`src/rtl/block_stepper_pkg.sv`:
```
// Shared encodings for the block stepper: FSM states and travel directions.
package block_stepper_pkg;

  typedef enum logic {
    ST_STOPPED = 1'b0,
    ST_RUNNING = 1'b1
  } state_e;

  localparam logic DIR_UP   = 1'b1;
  localparam logic DIR_DOWN = 1'b0;

endpackage

```
`src/rtl/block_stepper_rise_detect.sv`:
```
// Rising-edge detector for a level sampled in the sys_clk domain.
// The history register resets high so an input already high at reset release gives no edge.
module rise_detect (
  input  logic sys_clk,
  input  logic sys_rst,
  input  logic in,
  output logic rise
);

  logic in_q;

  always_ff @(posedge sys_clk) begin
    if (sys_rst) in_q <= 1'b1;
    else         in_q <= in;
  end

  assign rise = in & ~in_q;

endmodule

```
`src/rtl/block_stepper.sv`:
```
// Turns rising edges of the divided block clock (or manual step requests while stopped)
// into position steps with wrap or bounce travel.
module block_stepper
  import block_stepper_pkg::*;
#(
  parameter  int POS_COUNT = 8,
  parameter  int RESET_POS = 0,
  localparam int PW        = $clog2(POS_COUNT)
) (
  input  logic          sys_clk,
  input  logic          sys_rst,
  input  logic          block_clk,
  input  logic          run_en,
  input  logic          step_btn,
  input  logic          bounce_mode,
  input  logic          dir_in,
  output logic [PW-1:0] pos_out,
  output logic          dir_out,
  output logic          step_tick,
  output logic          end_pulse,
  output logic          running
);

  localparam logic [PW-1:0] P_MAX = PW'(POS_COUNT - 1);
  localparam logic [PW-1:0] P_MIN = '0;
  localparam logic [PW-1:0] P_RST = PW'(RESET_POS);
  localparam logic [PW-1:0] P_ONE = PW'(1);

  logic          clk_rise, step_rise;
  state_e        state_q, state_nxt;
  logic          adv, ed, end_evt, dir_nxt;
  logic [PW-1:0] pos_nxt;

  rise_detect u_clk_rise (
    .sys_clk (sys_clk),
    .sys_rst (sys_rst),
    .in      (block_clk),
    .rise    (clk_rise)
  );

  rise_detect u_step_rise (
    .sys_clk (sys_clk),
    .sys_rst (sys_rst),
    .in      (step_btn),
    .rise    (step_rise)
  );

  // Advance is decided on the current state; unused edges are simply dropped.
  always_comb begin
    state_nxt = run_en ? ST_RUNNING : ST_STOPPED;
    adv       = (state_q == ST_RUNNING) ? clk_rise : step_rise;
    ed        = bounce_mode ? dir_out : dir_in;
    pos_nxt   = pos_out;
    dir_nxt   = ed;
    end_evt   = 1'b0;
    if (adv) begin
      if (ed == DIR_UP) begin
        if (pos_out == P_MAX) begin
          end_evt = 1'b1;
          if (bounce_mode) begin
            pos_nxt = P_MAX - P_ONE;
            dir_nxt = DIR_DOWN;
          end else begin
            pos_nxt = P_MIN;
          end
        end else begin
          pos_nxt = pos_out + P_ONE;
        end
      end else begin
        if (pos_out == P_MIN) begin
          end_evt = 1'b1;
          if (bounce_mode) begin
            pos_nxt = P_MIN + P_ONE;
            dir_nxt = DIR_UP;
          end else begin
            pos_nxt = P_MAX;
          end
        end else begin
          pos_nxt = pos_out - P_ONE;
        end
      end
    end
  end

  always_ff @(posedge sys_clk) begin
    if (sys_rst) begin
      state_q   <= ST_STOPPED;
      pos_out   <= P_RST;
      dir_out   <= DIR_UP;
      step_tick <= 1'b0;
      end_pulse <= 1'b0;
    end else begin
      state_q   <= state_nxt;
      pos_out   <= pos_nxt;
      dir_out   <= dir_nxt;
      step_tick <= adv;
      end_pulse <= adv & end_evt;
    end
  end

  assign running = (state_q == ST_RUNNING);

endmodule
```
`config.mk`:
```
export PLATFORM = sky130hd
export DESIGN_NAME = block_stepper
export DESIGN_NICKNAME = d
export VERILOG_FILES = /design/src/rtl/block_stepper_pkg.sv /design/src/rtl/block_stepper_rise_detect.sv /design/src/rtl/block_stepper.sv
export SDC_FILE = /design/constraint.sdc
export NUM_CORES = 1
export LEC_CHECK = 0
export ABC_AREA = 0
export CAP_MARGIN = 0
export CORE_ASPECT_RATIO = 1.2
export CORE_MARGIN = 5
export CORE_UTILIZATION = 30
export CTS_CLUSTER_DIAMETER = 150
export DETAILED_ROUTE_END_ITERATION = 8
export DONT_BUFFER_PORTS = 1
export PLACE_DENSITY = 0.5
export SYNTH_ARGS = -nofsm -noshare
export SYNTH_HDL_FRONTEND = slang
export SYNTH_SLANG_ARGS = --single-unit
```
`constraint.sdc`:
```
create_clock -name sys_clk -period 2 [get_ports sys_clk]
set_clock_uncertainty 0.1 [all_clocks]
set_input_delay 0.4 -clock sys_clk [delete_from_list [all_inputs] [get_ports sys_clk]]
set_output_delay 0.4 -clock sys_clk [all_outputs]
set_load 0.02 [all_outputs]
```
# Yosys cells after proc, flatten, opt, wreduce, memory -nomap -nowiden
# Cells that the tools add are included.
# W data, S select, Z words.
totals:
  reg_bits: 9
  inputBits: 7
  out_inout_bits: 7
  wordCells: 34
classes:
  add_sub_neg: 2
  n_eq_ne: 1
  muxes: 18
  bitwise_logic: 5
  n_reduce_logical: 1
op_table:
  columns: ["operator", "n"]
  rows:
  - ["$mux W3", 5]
  - ["$mux W1", 13]
  - ["$add A3 B1 Y3 const B", 1]
  - ["$and A1 B1 Y1", 3]
  - ["$eq A3 B3 Y1 const B", 1]
  - ["$logic_not A3 Y1", 1]
  - ["$sub A3 B1 Y3 const B", 1]
  - ["$not A1 Y1", 2]

# Longest topological paths before layout
# Gate-level depths: netlist (run 1).
logic_depth:
  ltp_word: 5
  ltp_mapped: 6
  depth_no_buf: 6

# By module
# Synthesis (run 1) repeated with hierarchy kept, for this count alone.
unflattened:
  hier_cells: 52
  area_unflattened_um2: 513.0
modules_own_cells:
  columns: ["module", "instances", "cells_per_inst", "area_per_inst_um2", "seq_area_each_um2"]
  rows:
  - ["block_stepper", 1, 46, 447.9, 140.1]
  - ["rise_detect", 2, 3, 32.5, 20.0]

# Worst setup path after synthesis (run 1)
# No wires, ideal clock.
synth_timing:
  kind: "reg-to-reg"
  startpoint: "register pos_out[0]"
  endpoint: "register pos_out[1]"
  setup_ps: 88
  t_arrival_ps: 1411
  t_required_ps: 1812
  setup_slack_ps: 401
  stages_incl_launch_ff: 7
  n_path_buf: 0
  synth_period_minus_slack_ps: 1599
  path_cell_list: "dfxtp_1 inv_1 ha_1 nand2b_4 nor2_1 a211o_1 a311oi_2"
synth_via:
  elab_chain_len: 3
  elab_cells_between_ends: 7
  cone_classes: "2 x add/sub; 1 x eq/ne; 3 x mux; 1 x reduce/logical"
synth_rtl:
  columns: ["item", "line_no", "text"]
  rows:
  - ["start, declared", "block_stepper.sv:17", "output logic [PW-1:0] pos_out,"]
  - ["start signal, assigned", "block_stepper.sv:94", "pos_out <= pos_nxt;"]
  - ["$sub A3 B1 Y3, or another cell as far along", "block_stepper.sv:79", "pos_nxt = pos_out - P_ONE;"]
  - ["$mux W3, on equally long branches", "block_stepper.sv:70, block_stepper.sv:58", null]
  - ["$mux W3 (*)", "block_stepper.sv:57", "if (ed == DIR_UP) begin"]
# Mark *: on every way between the ends. The rest lies on a longest branch, timed or not.
# A chain may end at the register's enable or synchronous reset.

# Final worst setup path (run 1)
layout_timing:
  startpoint: "register pos_out[1]"
  endpoint: "register pos_out[1]"
# Same word-level chain as after synthesis.

==> flow_summary.yaml, run 1 <==
outcome:
  status: "complete, no violations"
pwr:
  power.leakage_nw: 0.2311
  p_per_area_nw_per_um2: 729.5
  worst_ir_drop_vdd_uv: 376.4
  power_mw: 0.3961
worst_setup_path:
  critPathRequiredTime_ns: 2.07
  cp-end-kind: "flip-flop"
  crit_type: "reg -> reg"
  critPathArrivalTime_ns: 1.77
  start_kind: "flip-flop"
  cp_max_fo: 4
final_layout:
  fillers: 175
  final_cells: 74
  multiInputGateArea_um2: 302.8
  regArea_um2: 180.2
  area_growth_pct: 6.634
  drive_above_1_share_pct: 17.86
  fin_nets: 69
  layout_commonest_cell: "dfxtp_1"
  diodes: 0
  layout_common_cells: "dfxtp_1, nor2_1, a21oi_1, ha_1"
yosys:
  synth_compound_area_share_pct: 22.11
  synthAdderAreaFrac_pct: 12.29
  ys_seq_area_share_pct: 35.38
  synth.distinct_cells: 27
  synth_area_um2: 509.2
  yosys_most_used_dff: "dfxtp_1"
  syn_inst: 54
  synth_nets: 66
  synthSimpleGateAreaFrac_pct: 20.15
  synth_top_family_by_area: "compound AO/OA/AOI/OAI gates"
  avgSynthCellArea_um2: 9.430
  synthArstFlopShare_pct: 0
  synth_enable_flop_cells: 0
  ys_seq_elements: 9
  yosysWarnings: 0
  synthMuxAreaShare_pct: 4.914
  synthXorXnorAreaFrac_pct: 0
global_route:
  grt_overflow: 0
  grt_pass1_wl_um: 1766
  grt_pass1_vias: 400
  grt_usage_pct: 9.909
  antenna_found_initial: 0
  grt_max_degree: 10
sta:
  finalSetupTns_ns: 0
  max_slew_margin_pct: 71.35
  finalWorstPathRequiredPeriod_ns: 1.698
  rsz0062_at_grt: "no"
  final-max-slew-violation-count: 0
  post-route-period-util_pct: 84.92
  worst_pin_slew_ns: 0.4292
  setup_viol: 0
  fmax_mhz: 588.8
  hold_violations: 0
clock_tree:
  clock_path_buffers: 2
  numClockSinks: 9
  cts_root_buf: "clkbuf_4"
  numCtsBuffers: 3
  h-tree-depth: 1
  clk_pin_slew_worst_paths_ns: 0.06
  cts_tree: "built"
  cts_hold_buffers: 0
  postCtsSetupBuffers: 0
  insertion_delay_ns: 0.25
  ctsResizeCount: 0
floorplan:
  fp.dieW_um: 47.61
  dieArea_um2: 2625
  die_h_um: 55.13
  initial_core_util_pct: 31.40
  fp.coreArea_um2: 1622
  io_pins: 14
  num_rows: 16
detailed_routing:
  ant_nets: 0
  first_pass_iters: 4
  vias: 392
  dr.first_iter.drc_count: 4
  drt_wl_total_um: 1039
  drc: 0
  vias_per_cell: 5.297
  drt-wirelength-per-cell_um: 14.04
hold_path:
  hp-class: "in -> reg"
placement:
  dp.cells: 70
  place_hpwl_um: 784.9
  io_buffers: 0
  gp_routability_congestion: 0.7474
job:
  cap_viol_max_count: 0
-- critical path, stage by stage, from the launching register on --
cell	delay [ns]
dfxtp_1	0.52
inv_1	0.11
ha_1	0.25
nand2b_4	0.10
nor2_1	0.04
a211o_1	0.27
a311oi_2	0.22
-- metrics by stage --
step	area (um^2)	setup WS [ns]	utilization [%]	hold WS, ns
after floorplan	509.2	0.4006	-	0.4066
after global placement	516.7	0.3158	31.87	0.3699
after detailed placement	516.7	0.3050	31.87	0.3719
after CTS	543.0	0.2886	33.49	0.09651
after global routing	543.0	0.1345	33.49	0.09160
final	543.0	0.3016	33.49	0.1083
-- area by class of cell --
type,count,share of cell area (%)
Clock buffer,4,4.839
Sequential cell,9,33.18
Tap cell,18,4.147
Inverter,3,2.074
Multi-Input combinational cell,40,55.76
-- sequential cells by signal, summed over array words and instances, names as in the netlist --
signal / flops
pos_out: 3
end_pulse: 1
dir_out: 1
step_tick: 1
running: 1
u_clk_rise.in_q: 1
u_step_rise.in_q: 1
-- cell usage after synthesis (2+ instances only) --
master	instances	share of area, %
dfxtp_1	9	35
nor2_1	6	4.4
a21oi_1	5	4.9
ha_1	5	12
inv_1	3	2.2
nand3_1	2	2.0
nor3b_1	2	2.9
o21ai_0	2	2.0
or2_2	2	2.5
-- cell families (layout without fill, tap and decap cells) --
family / Yosys count / in the layout
flops: 9 / 9
mux: 2 / 2
simple gates: 18 / 18
buf+inv: 5 / 7
fa+ha+maj: 5 / 5
compound gates: 15 / 15
-- layer usage --
layer	global-route usage [%]	up-vias	wire [um]
li1	-	197	-
met1	11.48	178	428
met2	14.06	15	461
met3	6.796	2	140
met4	4.036	0	8
met5	0	-	0
-- power by group --
group | internal, mW | switching [mW] | total, mW | leakage (nW)
combinational | 0.0282 | 0.0289 | 0.0572 | 0.142
clock | 0.0764 | 0.0554 | 0.132 | 0.0150
sequential | 0.189 | 0.0187 | 0.207 | 0.0741
-- final timing paths --
kind	start	end	slack, ns	cells after the start
worst max-delay path	pos_out[1]	pos_out[1]	0.30	6
worst min-delay path	sys_rst	pos_out[1]	0.11	1
worst max register to register	pos_out[1]	pos_out[1]	0.30	6
worst min register to register	pos_out[0]	pos_out[0]	0.51	2
Note: power is estimated with default switching activity, not from simulation.
==> run 2, diff against run 1 <==
==> constraint.sdc (replaced) <==
create_clock -name sys_clk -period 1.6 [get_ports sys_clk]
set_clock_uncertainty 0.1 [all_clocks]
set_input_delay 0.32 -clock sys_clk [delete_from_list [all_inputs] [get_ports sys_clk]]
set_output_delay 0.32 -clock sys_clk [all_outputs]
set_load 0.02 [all_outputs]
==> run 2 against run 1 <==
Compared with the run above: global-route usage is essentially flat; via count grew 5.1%; sequential power grew 19%; clock power grew 32%; critical endpoint is now pos_out[2]; die area is the same; largest cell class unchanged; critical path depth shrank 1; setup slack lost 0.18 ns; highest routed layer unchanged.
==> flow_summary.yaml, run 2 (same netlist as run 1, synthesis figures left out) <==
floorplan:
  fp.dieW_um: 47.61
  initial_core_util_pct: 31.40
  fp.coreArea_um2: 1622
  num_rows: 16
  dieArea_um2: 2625
  io_pins: 14
  die_h_um: 55.13
detailed_routing:
  ant_nets: 0
  vias_per_cell: 5.150
  dr.first_iter.drc_count: 0
  drt-wirelength-per-cell_um: 13.89
  drt_wl_total_um: 1111
  first_pass_iters: 1
  drc: 0
  vias: 412
pwr:
  p_per_area_nw_per_um2: 868.1
  worst_ir_drop_vdd_uv: 431.3
  power.leakage_nw: 0.2602
  power_mw: 0.5213
clock_tree:
  numCtsBuffers: 3
  h-tree-depth: 1
  clk_pin_slew_worst_paths_ns: 0.06
  cts_tree: "built"
  numClockSinks: 9
  cts_hold_buffers: 0
  cts_root_buf: "clkbuf_4"
  insertion_delay_ns: 0.26
  postCtsSetupBuffers: 0
  clock_path_buffers: 2
sta:
  worst_pin_slew_ns: 0.2904
  max_slew_margin_pct: 80.64
  rsz0062_at_grt: "no"
  post-route-period-util_pct: 92.41
  finalSetupTns_ns: 0
  final-max-slew-violation-count: 0
  layout_setup_ws_ns: 0.1215
  hold_violations: 0
  fmax_mhz: 676.3
  finalWorstPathRequiredPeriod_ns: 1.479
  setup_viol: 0
placement:
  place_hpwl_um: 841.9
  preCtsSetupSlack_ns: 0.005115
  io_buffers: 0
  place_area_um2: 561.8
  gp_routability_congestion: 0.7869
global_route:
  grt_overflow: 0
  grt_pass1_wl_um: 1773
  grt_pass1_vias: 413
  grt_usage_pct: 9.896
  antenna_found_initial: 0
  grt_max_degree: 10
final_layout:
  fin_nets: 75
  area_growth_pct: 17.94
  largest_reg_flops: 3
  layout_common_cells: "dfxtp_1, nor2_1, buf_4"
  top_register: "pos_out"
  design_area_um2: 600.6
  drive_above_1_share_pct: 33.87
  layout_commonest_cell: "dfxtp_1"
  diodes: 0
worst_setup_path:
  crit_type: "reg -> reg"
  cp_max_fo: 4
  critPathRequiredTime_ns: 1.67
  start_kind: "flip-flop"
  critPathArrivalTime_ns: 1.55
  cp-end-kind: "flip-flop"
job:
  cap_viol_max_count: 0
hold_path:
  hp-class: "in -> reg"
outcome:
  status: "complete, no violations"
## run 2: worst paths after layout
check                                 from    endpoint  slack, ns  cells after the start
worst min register to register  pos_out[0]  pos_out[0]       0.41                      2
worst min-delay path               sys_rst  pos_out[1]       0.01                      1
worst max-delay path            pos_out[0]  pos_out[2]       0.12                      5
worst max register to register  pos_out[0]  pos_out[2]       0.12                      5
## run 2: area by class of cell
cell class	count	area, um^2
Tap cell	18	22.52
Clock buffer	4	26.28
Multi-Input combinational cell	40	312.8
Timing Repair Buffer	6	45.04
Fill cell	172	1021
Sequential cell	9	182.7
Inverter	3	11.26
## run 2: routing by layer
layer	wire (um)	part of all wire [%]	track usage, %
met1	435	39	9.109
met2	552	50	16.52
met3	114	10	7.120
met4	8	0.72	4.036
met5	0	0	0
## run 2: report_power, final
group | internal, mW | switching [mW]
combinational | 0.0479 | 0.0523
sequential | 0.236 | 0.0107
clock | 0.0961 | 0.0782
## run 2: critical path, cell delays in order (launching register included)
cell and delay [ns]:
dfxtp_2 0.33, ha_1 0.22, ha_2 0.20, nor3b_2 0.21
a21oi_1 0.09, a311oi_1 0.24
## run 2: timing repair
| item | CTS | global route |
|---|---|---|
| gates resized for setup | 1 | 4 |
| setup endpoints to repair | 1 | 2 |
| pin swaps | 0 | 2 |
## run 2: stage by stage
step | util (%) | hold WS [ns] | std cells
final | 37.04 | 0.01195 | 80
after CTS | 36.57 | 0.006194 | 80
after floorplan | - | 0.3266 | 54
after global placement | 34.65 | 0.2900 | 76
after global routing | 37.04 | 0.002199 | 80
after detailed placement | 34.65 | 0.2918 | 76
==> edit 1, RTL diff (config.mk and constraints of run 2) <==
Register the output `end_pulse` once more, cleared by the reset; this adds one clock of latency there. The other outputs are not delayed to match.
--- a/src/rtl/block_stepper.sv
+++ b/src/rtl/block_stepper.sv
@@ -26,4 +26,6 @@
   localparam logic [PW-1:0] P_RST = PW'(RESET_POS);
   localparam logic [PW-1:0] P_ONE = PW'(1);
+
+  logic end_pulse_s0;
 
   logic          clk_rise, step_rise;
@@ -89,5 +91,5 @@
       dir_out   <= DIR_UP;
       step_tick <= 1'b0;
-      end_pulse <= 1'b0;
+      end_pulse_s0 <= 1'b0;
     end else begin
       state_q   <= state_nxt;
@@ -95,5 +97,5 @@
       dir_out   <= dir_nxt;
       step_tick <= adv;
-      end_pulse <= adv & end_evt;
+      end_pulse_s0 <= adv & end_evt;
     end
   end
@@ -101,3 +103,11 @@
   assign running = (state_q == ST_RUNNING);
 
+  always_ff @(posedge sys_clk) begin
+    if (sys_rst) begin
+      end_pulse <= '0;
+    end else begin
+      end_pulse <= end_pulse_s0;
+    end
+  end
+
 endmodule
Check against the original RTL: not equivalent (a bounded check fails within 4 cycles, from zero or initial values and one cycle with sys_rst high).
==> edit 1 against run 2 <==
Design area up 9.8%. First-iteration DRC count up 2. Routed wire length up 2.4%. Cell count up 3.8%. Worst hold slack better by 0.012 ns. Sequential cell count up 1. Area after synthesis up 5.9%. Power up 12%. Global-route usage down 1.1 points. Non-clock buffer count unchanged. Worst setup slack worse by 0.059 ns. Largest cell class unchanged. Largest power group unchanged.
==> edit 1: results (changes against run 2) <==
Status = finished, final reports clean
Post-synth top cells = dfxtp_1 (10), nor2b_1 (6), ha_1 (5)
Leak Pwr = 0.000266 µW (+2.0%)
Slew Limit Headroom = 80.6% (about the same)
Avg Cell Area, Syn = 9.63 µm² (+2.1%)
Post-layout nets = 78 (+4.0%)
Most flops, register = pos_out
Bufs on Longest Clock Path = 2 (unchanged)
Met2 WL post-DR = 479 µm (-13%)
WL met3 = 100 µm (-12%)
Peak VDD IR = 306 µV (-29%)
Sw Pwr = 141 µW (about the same)
First-pass GRT wire length = 1.88 mm (+5.8%)
Non-Filler Instances = 83 (+3.8%)
Met1 wire length = 538 µm (+24%)
Vias in the first global route = 421 (+1.9%)
FF-to-FF path depth = 6 (+1)
Post-detail-place hpwl = 866 µm (+2.8%)
Register area share after synthesis = 37.1% (+1.7 points)
Critical path peak fanout = 5 (+1)
Synth area leaders = dfxtp_1 (37%), ha_1 (12%), nor2b_1 (7.0%)
Share of cells above drive strength 1 = 29.2% (-4.6 points)
Critical path data arrival time = 1.59 ns (+0.04 ns)
Drt wl/cell = 13.7 µm (-1.3%)
Ant. Diodes = 0 (unchanged)
Via Count = 432 (+4.9%)
Hold path depth = 1 (unchanged)
GPL Wtd Cong = 0.691 (-12%)
Total Routing Usage GR = 8.75% (-1.1 points)
Root Driver = clkbuf_4
DR pass1 iterations = 4 (+3)
Max layer used = met4
Clock-pin slew on the worst setup and hold paths = 0.07 ns
Detailed Route Iter0 Violations = 2 (+2)
Syn nets = 68 (+3.0%)
Synth cell types = 28 (+3.7%)
Top FF cell, synth = dfxtp_1
==> edit 1: worst max-delay path, cell delays in order (launching register included) <==
cell and delay, ns:
dfxtp_4 0.36, ha_2 0.19, ha_1 0.26, nor2b_1 0.12, a211o_1 0.22, o311ai_1 0.08, a21oi_1 0.10
==> edit 1: power groups by stage <==
stage | clock network [µW] | registers (µW) | logic, µW
2_1_floorplan | 0 | 282 | 57.8
3_3_place_gp | 0 | 275 | 82.8
3_5_place_dp | 0 | 276 | 82.6
4_1_cts | 235 | 270 | 82.9
5_1_grt | 251 | 272 | 101
6_report | 225 | 269 | 89.9
==> edit 1: layer usage <==
metal | track usage, % | vias up
met5 | 0 | -
li1 | - | 219
met3 | 3.70 | 2
met4 | 6.92 | 0
met1 | 10.6 | 196
met2 | 11.8 | 15
==> edit 1: what timing repair did <==
action / in CTS / in global routing
hold buffers: 0 / 1
resized for setup: 0 / 5
hold endpoints to repair: 0 / 2
endpoints found under the setup margin: 0 / 2
==> edit 1: final cells by class <==
class                           instances  area (µm²)
Clock buffer                            4        36.3
Inverter                                2        7.51
Fill cell                             189        1020
Sequential cell                        10         204
Timing Repair Buffer                    6        47.5
Multi-Input combinational cell         43         342
Tap cell                               18        22.5
==> edit 1: per-stage QoR <==
stage	setup slack, ns	power, µW	area [µm²]	utilization, %
2_1_floorplan	0.0159	340	541	-
3_3_place_gp	0.0725	358	593	35.3
3_5_place_dp	0.0397	358	593	35.3
4_1_cts	0.0331	587	629	37.4
5_1_grt	0.0102	623	659	39.2
6_report	0.0623	585	659	39.2
==> edit 1: cells by family after synthesis <==
group	synth area share (%)
AO/OA/AOI/OAI	19.7
flip-flops	37.1
AND/OR/NAND/NOR	24.8
adder cells (fa/ha/maj)	11.6
multiplexers	3.94
buffers and inverters	2.79
==> edit 1: path summary, 6_finish.rpt <==
| kind | slack, ns | end | startpoint |
|---|---|---|---|
| setup / recovery | 0.06 | pos_out[2] | pos_out[0] |
| hold reg to reg | 0.34 | end_pulse | end_pulse_s0 |
| hold / removal | 0.02 | running | sys_rst |
| setup reg to reg | 0.06 | pos_out[2] | pos_out[0] |
==> edit 2, RTL diff (config.mk and constraints of run 2) <==
Made on the original files. Change the parameter `POS_COUNT` from 8 to 16.
--- a/src/rtl/block_stepper.sv
+++ b/src/rtl/block_stepper.sv
@@ -4,5 +4,5 @@
   import block_stepper_pkg::*;
 #(
-  parameter  int POS_COUNT = 8,
+  parameter  int POS_COUNT = 16,
   parameter  int RESET_POS = 0,
   localparam int PW        = $clog2(POS_COUNT)
Interface: changed (resized pos_out); port bits go from 14 to 15. The function was not compared with the original's and may differ.
==> edit 2 against run 2 <==
Sequential cell count rose by 1. Design area rose by 23%. Routed wire length up 23%. Utilization increased by 2.5 points. Area after synthesis grew 16%. Power up 11%. Worst setup slack got worse by 0.12 ns. Critical path depth up 1. Worst hold slack improved by 0.043 ns. Via count up 27%. Critical endpoint is now pos_out[3]. Largest power group unchanged.
==> edit 2: results (changes against run 2) <==
Register-to-register setup slack = 0.002 ns (-0.12 ns)
GPL Wtd Cong = 0.811 (+3.0%)
Slowest library cell on the worst path = or3b_4
CP top delay family = compound AO/OA/AOI/OAI gates
Vias in the first global route = 552 (+34%)
Post-detail-place hpwl = 1.06 mm (+26%)
GR Util met3 = 3.54% (-3.6 points)
Hold WS = 0.0545 ns (+0.0426 ns)
Total Routing Usage GR = 10.2% (+0.29 points)
Syn nets = 74 (+12%)
Status = finished, final reports clean
Peak VDD IR = 409 µV (-5.3%)
FF-to-FF path depth = 6 (+1)
Synth area leaders = dfxtp_1 (34%), nand2b_1 (5.3%), ha_1 (4.2%)
Share of cells above drive strength 1 = 36.4% (+2.5 points)
Critical path peak fanout = 5 (+1)
WL met3 = 96 µm (-16%)
Drt wl/cell = 14.2 µm (+2.5%)
Largest register FFs = 4 (+1)
Clock Sinks = 10 (+1)
Fillcell total = 191 (+11%)
Leak Pwr = 0.000299 µW (+15%)
M1 GR Usage = 11.0% (+1.9 points)
Cell Area, Placed = 688 µm² (+22%)
Met1 wire length = 548 µm (+26%)
Post-layout nets = 87 (+16%)
edit 2: metrics by stage:
step / setup WS (ns) / instances
floorplan: 0.000843 / 65
global placement: 0.0213 / 91
detailed placement: -0.00445 / 91
CTS: 0.000924 / 95
global route: -0.0582 / 96
finish: 0.00246 / 96
edit 2: cell type report:
type	count	area share (%)
multi-input combinational	47	51.4
sequential	10	28.0
timing repair buffer	10	10.5
inverter	6	3.38
tap	19	3.21
clock buffer	3	3.04
clock inverter	1	0.507
edit 2: cell families after synthesis:
group | share of synthesized area (%)
AOI/OAI and AO/OA | 28.5
buffers and inverters | 6.96
muxes | 4.22
adders and majority gates | 4.22
and+or+nand+nor | 22.4
DFF | 33.8
edit 2: power breakdown:
group / internal [µW] / total, µW / switching, µW
combinational: 64.1 / 127 / 62.8
sequential: 259 / 274 / 14.5
clock: 90.2 / 177 / 87.2
edit 2: repair_timing:
action                                 CTS  global route
setup endpoints to repair                2             4
hold buffers                             0             1
resized for setup                        0             3
pin swaps                                1             0
endpoints found under the hold margin    0             4
